===== src/rtl/cp0_unit.sv =====
// Coprocessor-0 responder for the decode stage.
// Serves mfc0 reads, commits mtc0 writes, takes syscall and six hardware
// interrupts, and handles eret. Exception entry flushes IF/ID and redirects
// fetch to the handler; eret redirects fetch back to EPC.
module cp0_unit #(
    parameter logic [31:0] HANDLER_ADDR = 32'h0000_4180,
    parameter logic [31:0] PRID         = 32'h0016_2016
) (
    input  logic        Clk,
    input  logic        Rst,
    input  logic [4:0]  CPAddr,
    input  logic [31:0] CPWData,
    input  logic        CPWrite,
    input  logic        ERet,
    input  logic        SWInt,
    input  logic [31:0] PC_in,
    input  logic        Stall,
    input  logic [5:0]  HWInt,
    output logic [31:0] CPRData,
    output logic        ExcStall,
    output logic        RedirSel,
    output logic [31:0] RedirPC,
    output logic [31:0] EPC,
    output logic        InHandler
);

    localparam logic [4:0] REG_SR    = 5'd12;
    localparam logic [4:0] REG_CAUSE = 5'd13;
    localparam logic [4:0] REG_EPC   = 5'd14;
    localparam logic [4:0] REG_PRID  = 5'd15;

    localparam logic [4:0] EXC_INT = 5'd0;
    localparam logic [4:0] EXC_SYS = 5'd8;

    typedef enum logic [1:0] {
        ST_RUN,
        ST_ENTER,
        ST_HANDLER
    } state_t;

    state_t      state;
    logic [5:0]  sr_im;
    logic        sr_exl;
    logic        sr_ie;
    logic [5:0]  cause_ip;
    logic [4:0]  cause_exc;
    logic [31:0] epc_q;

    logic int_req;
    logic sys_req;
    logic take;
    logic eret_go;
    logic wr_en;
    logic wr_sr;
    logic wr_epc;

    // Request qualification: interrupts need IE and a matching mask bit,
    // and nothing is taken while already in the handler (EXL) or mid-entry.
    assign int_req = (|(cause_ip & sr_im)) & sr_ie & ~sr_exl;
    assign sys_req = SWInt & ~sr_exl;
    assign take    = (int_req | sys_req) & ~Stall & (state == ST_RUN);
    assign eret_go = (state == ST_HANDLER) & ERet & ~Stall;

    // An mtc0 in the same cycle as an exception entry belongs to the
    // flushed instruction stream, so it is dropped rather than retried.
    assign wr_en  = CPWrite & ~Stall & ~take;
    assign wr_sr  = wr_en & (CPAddr == REG_SR);
    assign wr_epc = wr_en & (CPAddr == REG_EPC);

    // mfc0 read mux; the read sees register contents before any same-cycle write.
    always_comb begin
        // NOTE: default assignment first so every path drives CPRData and no latch is inferred.
        CPRData = 32'h0;
        case (CPAddr)
            REG_SR:    CPRData = {16'h0, sr_im, 8'h0, sr_exl, sr_ie};
            REG_CAUSE: CPRData = {16'h0, cause_ip, 3'b000, cause_exc, 2'b00};
            REG_EPC:   CPRData = epc_q;
            REG_PRID:  CPRData = PRID;
            default:   CPRData = 32'h0;
        endcase
    end

    // Redirect control: the entry redirect is a decode of the registered
    // ENTER state; the eret redirect must act in the same cycle as the eret.
    always_comb begin
        ExcStall = 1'b0;
        RedirSel = 1'b0;
        RedirPC  = 32'h0;
        if (state == ST_ENTER) begin
            ExcStall = 1'b1;
            RedirSel = 1'b1;
            RedirPC  = HANDLER_ADDR;
        end else if (eret_go) begin
            ExcStall = 1'b1;
            RedirSel = 1'b1;
            RedirPC  = epc_q;
        end
    end

    assign EPC       = epc_q;
    assign InHandler = sr_exl;

    // CP0 register file and exception FSM.
    always_ff @(posedge Clk or negedge Rst) begin
        if (!Rst) begin
            state     <= ST_RUN;
            sr_im     <= 6'h0;
            sr_exl    <= 1'b0;
            sr_ie     <= 1'b0;
            cause_ip  <= 6'h0;
            cause_exc <= 5'h0;
            epc_q     <= 32'h0;
        end else begin
            // NOTE: non-blocking assignments so every register samples pre-edge values.
            cause_ip <= HWInt;

            if (take) begin
                epc_q     <= {PC_in[31:2], 2'b00};
                sr_exl    <= 1'b1;
                cause_exc <= int_req ? EXC_INT : EXC_SYS;
            end

            if (wr_sr) begin
                sr_im  <= CPWData[15:10];
                sr_exl <= CPWData[1];
                sr_ie  <= CPWData[0];
            end

            if (wr_epc) begin
                epc_q <= {CPWData[31:2], 2'b00};
            end

            // Later assignment wins: eret always leaves the handler with EXL clear.
            if (eret_go) begin
                sr_exl <= 1'b0;
            end

            case (state)
                ST_RUN: begin
                    if (take) state <= ST_ENTER;
                end
                ST_ENTER: begin
                    state <= ST_HANDLER;
                end
                ST_HANDLER: begin
                    if (eret_go || (wr_sr && !CPWData[1]) || !sr_exl) state <= ST_RUN;
                end
                default: begin
                    state <= ST_RUN;
                end
            endcase
        end
    end

endmodule

===== config.mk =====
export PLATFORM = sky130hd
export DESIGN_NAME = cp0_unit
export DESIGN_NICKNAME = d
export VERILOG_FILES = /design/src/rtl/cp0_unit.sv
export SDC_FILE = /design/constraint.sdc
export NUM_CORES = 1
export LEC_CHECK = 0
export CAP_MARGIN = 20
export CELL_PAD_IN_SITES_DETAIL_PLACEMENT = 1
export CELL_PAD_IN_SITES_GLOBAL_PLACEMENT = 1
export CORE_MARGIN = 3
export CORE_UTILIZATION = 29
export CTS_BUF_LIST = sky130_fd_sc_hd__clkbuf_4 sky130_fd_sc_hd__clkbuf_8
export DETAILED_ROUTE_END_ITERATION = 10
export PLACE_DENSITY = 0.92
export REMOVE_ABC_BUFFERS = 1
export SYNTH_ARGS = -nofsm -noshare
export SYNTH_HDL_FRONTEND = slang
export SYNTH_SLANG_ARGS = --single-unit

===== constraint.sdc =====
create_clock -name Clk -period 2.6 [get_ports Clk]
set_input_delay 0.39 -clock Clk [delete_from_list [all_inputs] [get_ports Clk]]
set_output_delay 0.39 -clock Clk [all_outputs]
set_load 0.02 [all_outputs]

; ---- After elaboration in Yosys (flattened, before gate mapping)
; Cells that the tools add are included.
[word_totals]
ff_bits = 53
word_cells = 55
[classes]
eq_ne = 8
mux = 14
n_bitwise = 16
n_reduce_logical = 10
[op_table]
columns = op, n
row1 = $mux 32, 4
row2 = $pmux 32 s4, 1
row3 = $eq 5x4->1 const B, 4
row4 = $and 1x1->1, 11
row5 = $and 6x6->6, 1
row6 = $pmux 2 s3, 1
row7 = $reduce_or 6->1, 1
row8 = $mux 1, 5
row9 = $mux 2, 2
row10 = $mux 4, 1
row11 = $not 1->1, 3
row12 = $reduce_bool 3->1, 1
row13 = $eq 2x1->1 const B, 1
row14 = $eq 2x2->1 const B, 1
row15 = $logic_not 1->1, 2
row16 = $logic_not 2->1, 1
row17 = $logic_or 1x1->1, 2
row18 = $ne 2x1->1 const B, 1
row19 = $ne 2x2->1 const B, 1
row20 = $reduce_and 2->1, 1
row21 = $reduce_bool 2->1, 1
row22 = $logic_and 1x1->1, 1
row23 = $or 1x1->1, 1

; ---- Logic depth before layout (Yosys ltp)
; Gate-level depths: netlist (run 1).
[depth]
depth_word = 15
depth_mapped = 7

; ---- Worst setup path after synthesis (run 1)
; No wires, ideal clock.
[synth_timing]
kind = input -> output
from = input port CPAddr[1]
to = output port CPRData[16]
arrival_time_ns = 1.560
required_ns = 2.210
slack_ns = 0.650
stages = 5
path_cell_list = clkbuf_1 nand2_1 nor2_1 clkbuf_1 and2_1
[synth_between]
elab_chain_cells = 2
elab_cells_between_ends = 5
[synth_lines]
columns = element, line
row1 = from (decl), 11  ; input logic [4:0] CPAddr,
row2 = $eq 5x4->1, 74  ; case (CPAddr)
row3 = $pmux 32 s4 *, 74
row4 = to (decl), 19  ; output logic [31:0] CPRData,
; Mark *: on every way between the ends. The rest lies on a longest branch, timed or not.

; ---- Final worst setup path (run 1)
[layout_timing]
from = input port CPAddr[1]
to = output port CPRData[13]
; The elaborated chain is that of the path after synthesis.

==> flow_metrics.tcl, run 1 <==
set metrics [dict create \
    die_h_um 105 \
    hold_path.class "in -> async" \
    synth_compound_area_share_pct 4.70 \
    synth_commonest_cells "mux2_2, dfrtp_1, and2_1" \
    drt-total-wl_mm 10.3 \
    synth_fa_ha_area_share_pct 0 \
    cts_setup_buffers 0 \
    clkTransAtPathRegs_ps 90 \
    powerDensity_nw_per_um2 786 \
    syn_inst 263 \
    power.share.sequential_pct 34.1 \
    worstPathRequired_ps 2210 \
    clk_path_buf_depth 2 \
    critPathArrivalTime_ps 2210 \
    yosysWarnings 0 \
    synth_flop_cell "dfrtp_1" \
    path_max_fanout 5 \
    reg2reg_slack_ps 750 \
    h-tree-depth 2 \
    seq_area_sq_um 1180 \
    slew_headroom_pct 66.5 \
    cap_violations 0 \
    ios 180 \
    cts_tree "built" \
    start_util_pct 30.1 \
    hpwl_mm 8.12 \
    grt-ovfl-total 0 \
    ir_worst_vdd_mv 0.462 \
    timing.fmax_ghz 0.384 \
    num_rows 35 \
    leakagePower_nw 2.80 \
    yosys.area_share.simple_pct 20.0 \
    placed_area_sq_um 4800 \
    layout_setup_ws_ps -1.54 \
    yosysTopAreaCellShare_pct 41.6 \
    yosys.area.top_type "dfrtp_1" \
    vias 2686 \
    synth_most_common_cell "mux2_2" \
    hold_viol_final 0 \
    holdWs_ps 52.7 \
    synth_area_leaders "dfrtp_1, mux2_2, and2_1" \
    setup_violations 1 \
    grt.total_usage_pct 18.3 \
    numCtsBuffers 5 \
    grt_max_degree 33 \
    p_sw_w 0.00144 \
    worstSkewPairLatency_ps 290 \
    gp_congestion 0.784 \
    clkPwrFrac_pct 14.2 \
    combinationalPowerShare_pct 51.7 \
    stdcell_area_sq_um 4980 \
    synth_area_per_cell_sq_um 10.7 \
    synth_edf_count 0 \
    post-route-drc-count 0 \
    synth_mux_area_share_pct 29.2 \
    fp.dieW_um 105 \
    fin_nets 527 \
    die_area_sq_um 11000 \
    worstSetupEndpointType "output pin" \
    syn_area_sq_um 2820 \
    final.setup.tns_ps -1.54 \
    first_global_vias 3048 \
    vias_per_cell 4.66 \
    ys_ff_latch 47 \
    netSwitchingFraction_pct 36.8 \
    cts_root_buffer "clkbuf_8" \
    dr.pass1.iters 4 \
    wl_per_cell_um 17.8 \
    ant_nets 0 \
    fin_crit_ps 2600 \
    coreArea_sq_um 9370 \
    ys_async_sr_fraction_pct 100 \
    portBuffers 173 \
    synth-xor-area-share_pct 0 \
    final_util_pct 53.1 \
    crit_type "in -> out" \
    fin_crit_sh_pct 100 \
    grt_pass1_wl_mm 16.1 \
    antenna_found_initial 0 \
    power.internal_w 0.00247 \
    ys_types 37 \
    n_antenna_cell 0 \
    finalMaxSlewViolations 0 \
    drt_iter0_drc 47 \
    syn_to_final_growth_pct 76.2 \
    outcome "finished with violations" \
    worstMarginPinSlew_ps 503 \
    multi_input_area_sq_um 1550 \
    cts.sinks 47 \
    violations "setup timing" \
    fin_skew_ps 6.16 \
    p_total_w 0.00391 \
    start_kind "input port" \
    nFillCells 1041 \
    synth_top_family_by_area "multiplexers" \
    ys_seq_area_share_pct 41.6 \
    layout-drive-gt1-share_pct 21.5 \
]
## cell usage in the layout, fill, tap and decap left out, types with 3 or more instances in the layout
cell type	count
mux2i_1	6
dlygate4sd2_1	24
mux2_4	6
buf_4	17
nor2_1	25
nor2b_1	3
dlymetal6s2s_1	34
dfrtp_1	47
a21oi_1	9
and2_1	45
mux2_1	4
conb_1	4
mux2_2	56
clkbuf_8	6
clkdlybuf4s50_1	114
a22oi_1	3
nand2_1	13
## power by group through the flow
stage,Sequential (W),Combinational (W),Clock (W)
final,0.00134,0.00202,0.000556
after global routing,0.00139,0.00216,0.000609
after CTS,0.00134,0.00206,0.000574
after detailed placement,0.00135,0.00206,0
after global placement,0.00132,0.00200,0
after floorplan,0.00155,0.000790,0
## cell families (layout without fill, tap and decap cells)
group           after synthesis  after routing
compound gates               21             21
buf+inv                      22            203
flops                        47             47
mux                          72             72
other cells                   1              4
simple gates                100            100
## path summary, 6_finish.rpt
path / from / to / cells past startpoint
setup reg to reg: sr_im[5]$_DFFE_PN0N_ / EPC[8]$_DFFE_PN0P_ / 5
setup / recovery: CPAddr[1] / CPRData[13] / 6
min in group Clk: HWInt[5] / cause_ip[5]$_DFF_PN0_ / 1
hold reg to reg: sr_im[4]$_DFFE_PN0N_ / sr_im[4]$_DFFE_PN0N_ / 1
hold / removal: Rst / EPC[21]$_DFFE_PN0P_ / 1
max in group asynchronous: Rst / sr_ie$_DFFE_PN0N_ / 2
## registers in the layout (all words and copies together) (netlist names)
signal     count
EPC           30
cause_ip       6
sr_im          6
state          2
InHandler      1
cause_exc      1
sr_ie          1
## layer usage
layer | wire length, um | global-route usage, % | vias up
met5 | 0 | 0 | -
met2 | 5340 | 33.3 | 115
met3 | 884 | 6.30 | 7
li1 | - | - | 1252
met4 | 44 | 2.25 | 0
met1 | 4000 | 21.5 | 1312
## critical path, stage by stage
cell	delay (ps)
clkdlybuf4s50_1	510
nor2b_1	200
buf_4	150
nor2b_1	120
nor3_1	180
clkdlybuf4s50_1	650
## layout make-up
class / count / area share (%)
tap: 129 / 3.24
inverter: 2 / 0.151
timing repair buffer: 193 / 39.4
clock inverter: 2 / 0.704
clock buffer: 6 / 1.66
sequential: 47 / 23.6
multi-input combinational: 197 / 31.2
## repair_timing
item                                    4_1_cts  5_1_grt
hold buffers                                  0        0
endpoints found under the setup margin       24       34
pin swaps                                     0        1
gates resized for setup                      24       35
## metrics by stage
| stage | instances | setup WS [ps] |
|---|---|---|
| floorplan | 246 | -375 |
| global placement | 568 | -43.5 |
| detailed placement | 568 | -94.9 |
| CTS | 576 | 0.0140 |
| global route | 576 | -88.9 |
| finish | 576 | -1.54 |
Power figures use the tool's default switching activity.
==> run 2, diff against run 1 <==
==> config.mk (replaced) <==
export PLATFORM = sky130hd
export DESIGN_NAME = cp0_unit
export DESIGN_NICKNAME = d
export VERILOG_FILES = /design/src/rtl/cp0_unit.sv
export SDC_FILE = /design/constraint.sdc
export NUM_CORES = 1
export LEC_CHECK = 0
export CAP_MARGIN = 20
export CORE_MARGIN = 3
export CORE_UTILIZATION = 41
export CTS_BUF_LIST = sky130_fd_sc_hd__clkbuf_4 sky130_fd_sc_hd__clkbuf_8
export DETAILED_ROUTE_END_ITERATION = 10
export MAX_ROUTING_LAYER = met4
export PLACE_DENSITY = 0.93
export REMOVE_ABC_BUFFERS = 1
export SLEW_MARGIN = 5
export SYNTH_ARGS = -nofsm -noshare
export SYNTH_HDL_FRONTEND = slang
export SYNTH_SLANG_ARGS = --single-unit
==> run 2 against run 1 <==
The run now ends clean; sequential power about the same; die area fell by 28%; first-iteration DRC count is 68% higher; setup slack better by 81 ps; routed wire length is 9.8% lower; core utilization rose by 22 points; maximum frequency increased by 3.2%; via count decreased by 1.7%; final area decreased by 1.6%; critical path depth stayed put; largest power group unchanged; highest routed layer unchanged.
==> flow_metrics.tcl, run 2 (same netlist as run 1, synthesis figures left out) <==
set metrics [dict create \
    finalMaxSlewViolations 0 \
    first_global_vias 2855 \
    reg2reg_slack_ps 710 \
    ant_nets 0 \
    final.setup.tns_ps 0 \
    grt-ovfl-total 0 \
    r2r_end "sr_im[4]$_DFFE_PN0N_" \
    worstSetupEndpointType "output pin" \
    r2r-start "state[0]$_DFFE_PN0P_" \
    layout_setup_ws_ps 79.4 \
    rsz0062_at_grt "false" \
    antenna_found_initial 0 \
    fin_crit_ps 2520 \
    vias_per_cell 5.02 \
    ir_worst_vdd_mv 0.551 \
    powerDensity_nw_per_um2 771 \
    timing.fmax_ghz 0.397 \
    hold_buffers 0 \
    largest_reg_flops 30 \
    hold_viol_final 0 \
    ios 180 \
    drt_iter0_drc 79 \
    grt_max_degree 31 \
    numCtsBuffers 5 \
    fin_skew_ps 8.99 \
    wl_per_cell_um 17.6 \
    worstMarginPinSlew_ps 589 \
    fp.dieW_um 89.0 \
    h-tree-depth 2 \
    start_kind "input port" \
    worstPathRequired_ps 2210 \
    syn_to_final_growth_pct 73.4 \
    mostFrequentLayoutCells "clkdlybuf4s50_1, mux2_2, dfrtp_1, and2_1, dlymetal6s2s_1" \
    clkTransAtPathRegs_ps 90 \
    clk_path_buf_depth 2 \
    die_area_sq_um 7920 \
    grt.total_usage_pct 23.3 \
    portBuffers 173 \
    hold_path.class "in -> async" \
    cap_violations 0 \
    dr.pass1.iters 6 \
    crit_type "in -> out" \
    layout-drive-gt1-share_pct 21.8 \
    dpl_worst_slack_ps -53.5 \
    final_util_pct 75.4 \
    gp_congestion 0.885 \
    leakagePower_nw 2.77 \
    grt_pass1_wl_mm 13.7 \
    worstSkewPairLatency_ps 290 \
    critPathArrivalTime_ps 2130 \
    n_antenna_cell 0 \
    cts.sinks 47 \
    num_rows 29 \
    layout_commonest_cell "clkdlybuf4s50_1" \
    die_h_um 89.0 \
    hpwl_mm 7.28 \
    coreArea_sq_um 6490 \
    start_util_pct 43.5 \
    cts_root_buffer "clkbuf_8" \
    setup_violations 0 \
    fin_crit_sh_pct 96.9 \
    post-route-drc-count 0 \
    nFillCells 431 \
    outcome "complete, no violations" \
    fin_nets 529 \
    path_max_fanout 6 \
    rr_worst_depth 4 \
    drt-total-wl_mm 9.26 \
    cts_tree "built" \
    vias 2639 \
    slew_headroom_pct 60.7 \
]
[run 2: changes by cell type in the layout (fill, tap and decap cells not counted)]
cell and change:
buf_4 +1, buf_6 +1, bufinv_16 -1, clkbuf_8 -1, clkdlybuf4s50_1 +3, clkinv_2 +2
dlygate4sd2_1 -2, dlymetal6s2s_1 -1
[run 2: metrics by stage]
stage               hold WS, ps  instances  power, W  instance area, sq um
floorplan                  94.4        246   0.00234                  2720
global placement            409        517   0.00329                  4740
detailed placement          424        517   0.00338                  4740
global route                120        526   0.00400                  4900
finish                     97.8        526   0.00377                  4900
CTS                         107        525   0.00380                  4800
[run 2: worst max-delay path by stage]
stage	from	to	slack, ps	depth (start not counted)
after floorplan	state[0]$_DFFE_PN0P_	ExcStall	-380	2
after global placement	CPAddr[3]	CPRData[24]	-10	7
after detailed placement	CPAddr[3]	CPRData[24]	-50	7
after CTS	ERet	RedirPC[21]	-2	5
after global routing	CPAddr[1]	CPRData[13]	20	6
final	CPAddr[1]	CPRData[13]	80	6
[run 2: power breakdown]
group | internal [W] | switching (W) | total [W]
sequential | 0.00102 | 0.000302 | 0.00132
combinational | 0.00115 | 0.000884 | 0.00203
clock | 0.000184 | 0.000232 | 0.000416
[run 2: worst max-delay path: stages]
cell	delay [ps]
clkdlybuf4s50_1	530
nor2b_1	200
buf_4	140
nor2b_1	120
nor3_1	120
clkdlybuf4s50_1	630
[run 2: area by class of cell]
cell class / instances / area (sq um) / area share [%]
timing repair buffer: 195 / 1980 / 40.4
sequential: 47 / 1180 / 24.0
tap: 77 / 96.3 / 1.97
clock buffer: 5 / 68.8 / 1.41
clock inverter: 3 / 15.0 / 0.307
inverter: 2 / 7.51 / 0.153
multi-input combinational: 197 / 1550 / 31.7
[run 2: what timing repair did]
item / CTS / global route
buffers inserted: 0 / 1
setup endpoints to repair: 23 / 33
resized for setup: 23 / 34
[run 2: per-layer routing]
layer / part of all wire [%] / GRT usage [%] / up-vias
met4: 0.73 / 4.47 / 0
met1: 39 / 26.7 / 1242
met2: 54 / 42.2 / 124
met5: 0 / - / -
met3: 6.4 / 4.70 / 10
li1: - / - / 1263
==> run 3, diff against run 2 <==
--- a/config.mk
+++ b/config.mk
@@ -10,6 +10,7 @@
 export CORE_UTILIZATION = 41
 export CTS_BUF_LIST = sky130_fd_sc_hd__clkbuf_4 sky130_fd_sc_hd__clkbuf_8
 export DETAILED_ROUTE_END_ITERATION = 10
+export GPL_ROUTABILITY_DRIVEN = 0
 export MAX_ROUTING_LAYER = met4
 export PLACE_DENSITY = 0.93
 export REMOVE_ABC_BUFFERS = 1
==> results of run 3 <==
Final layout, timing and power as in run 2 (identical DEF).
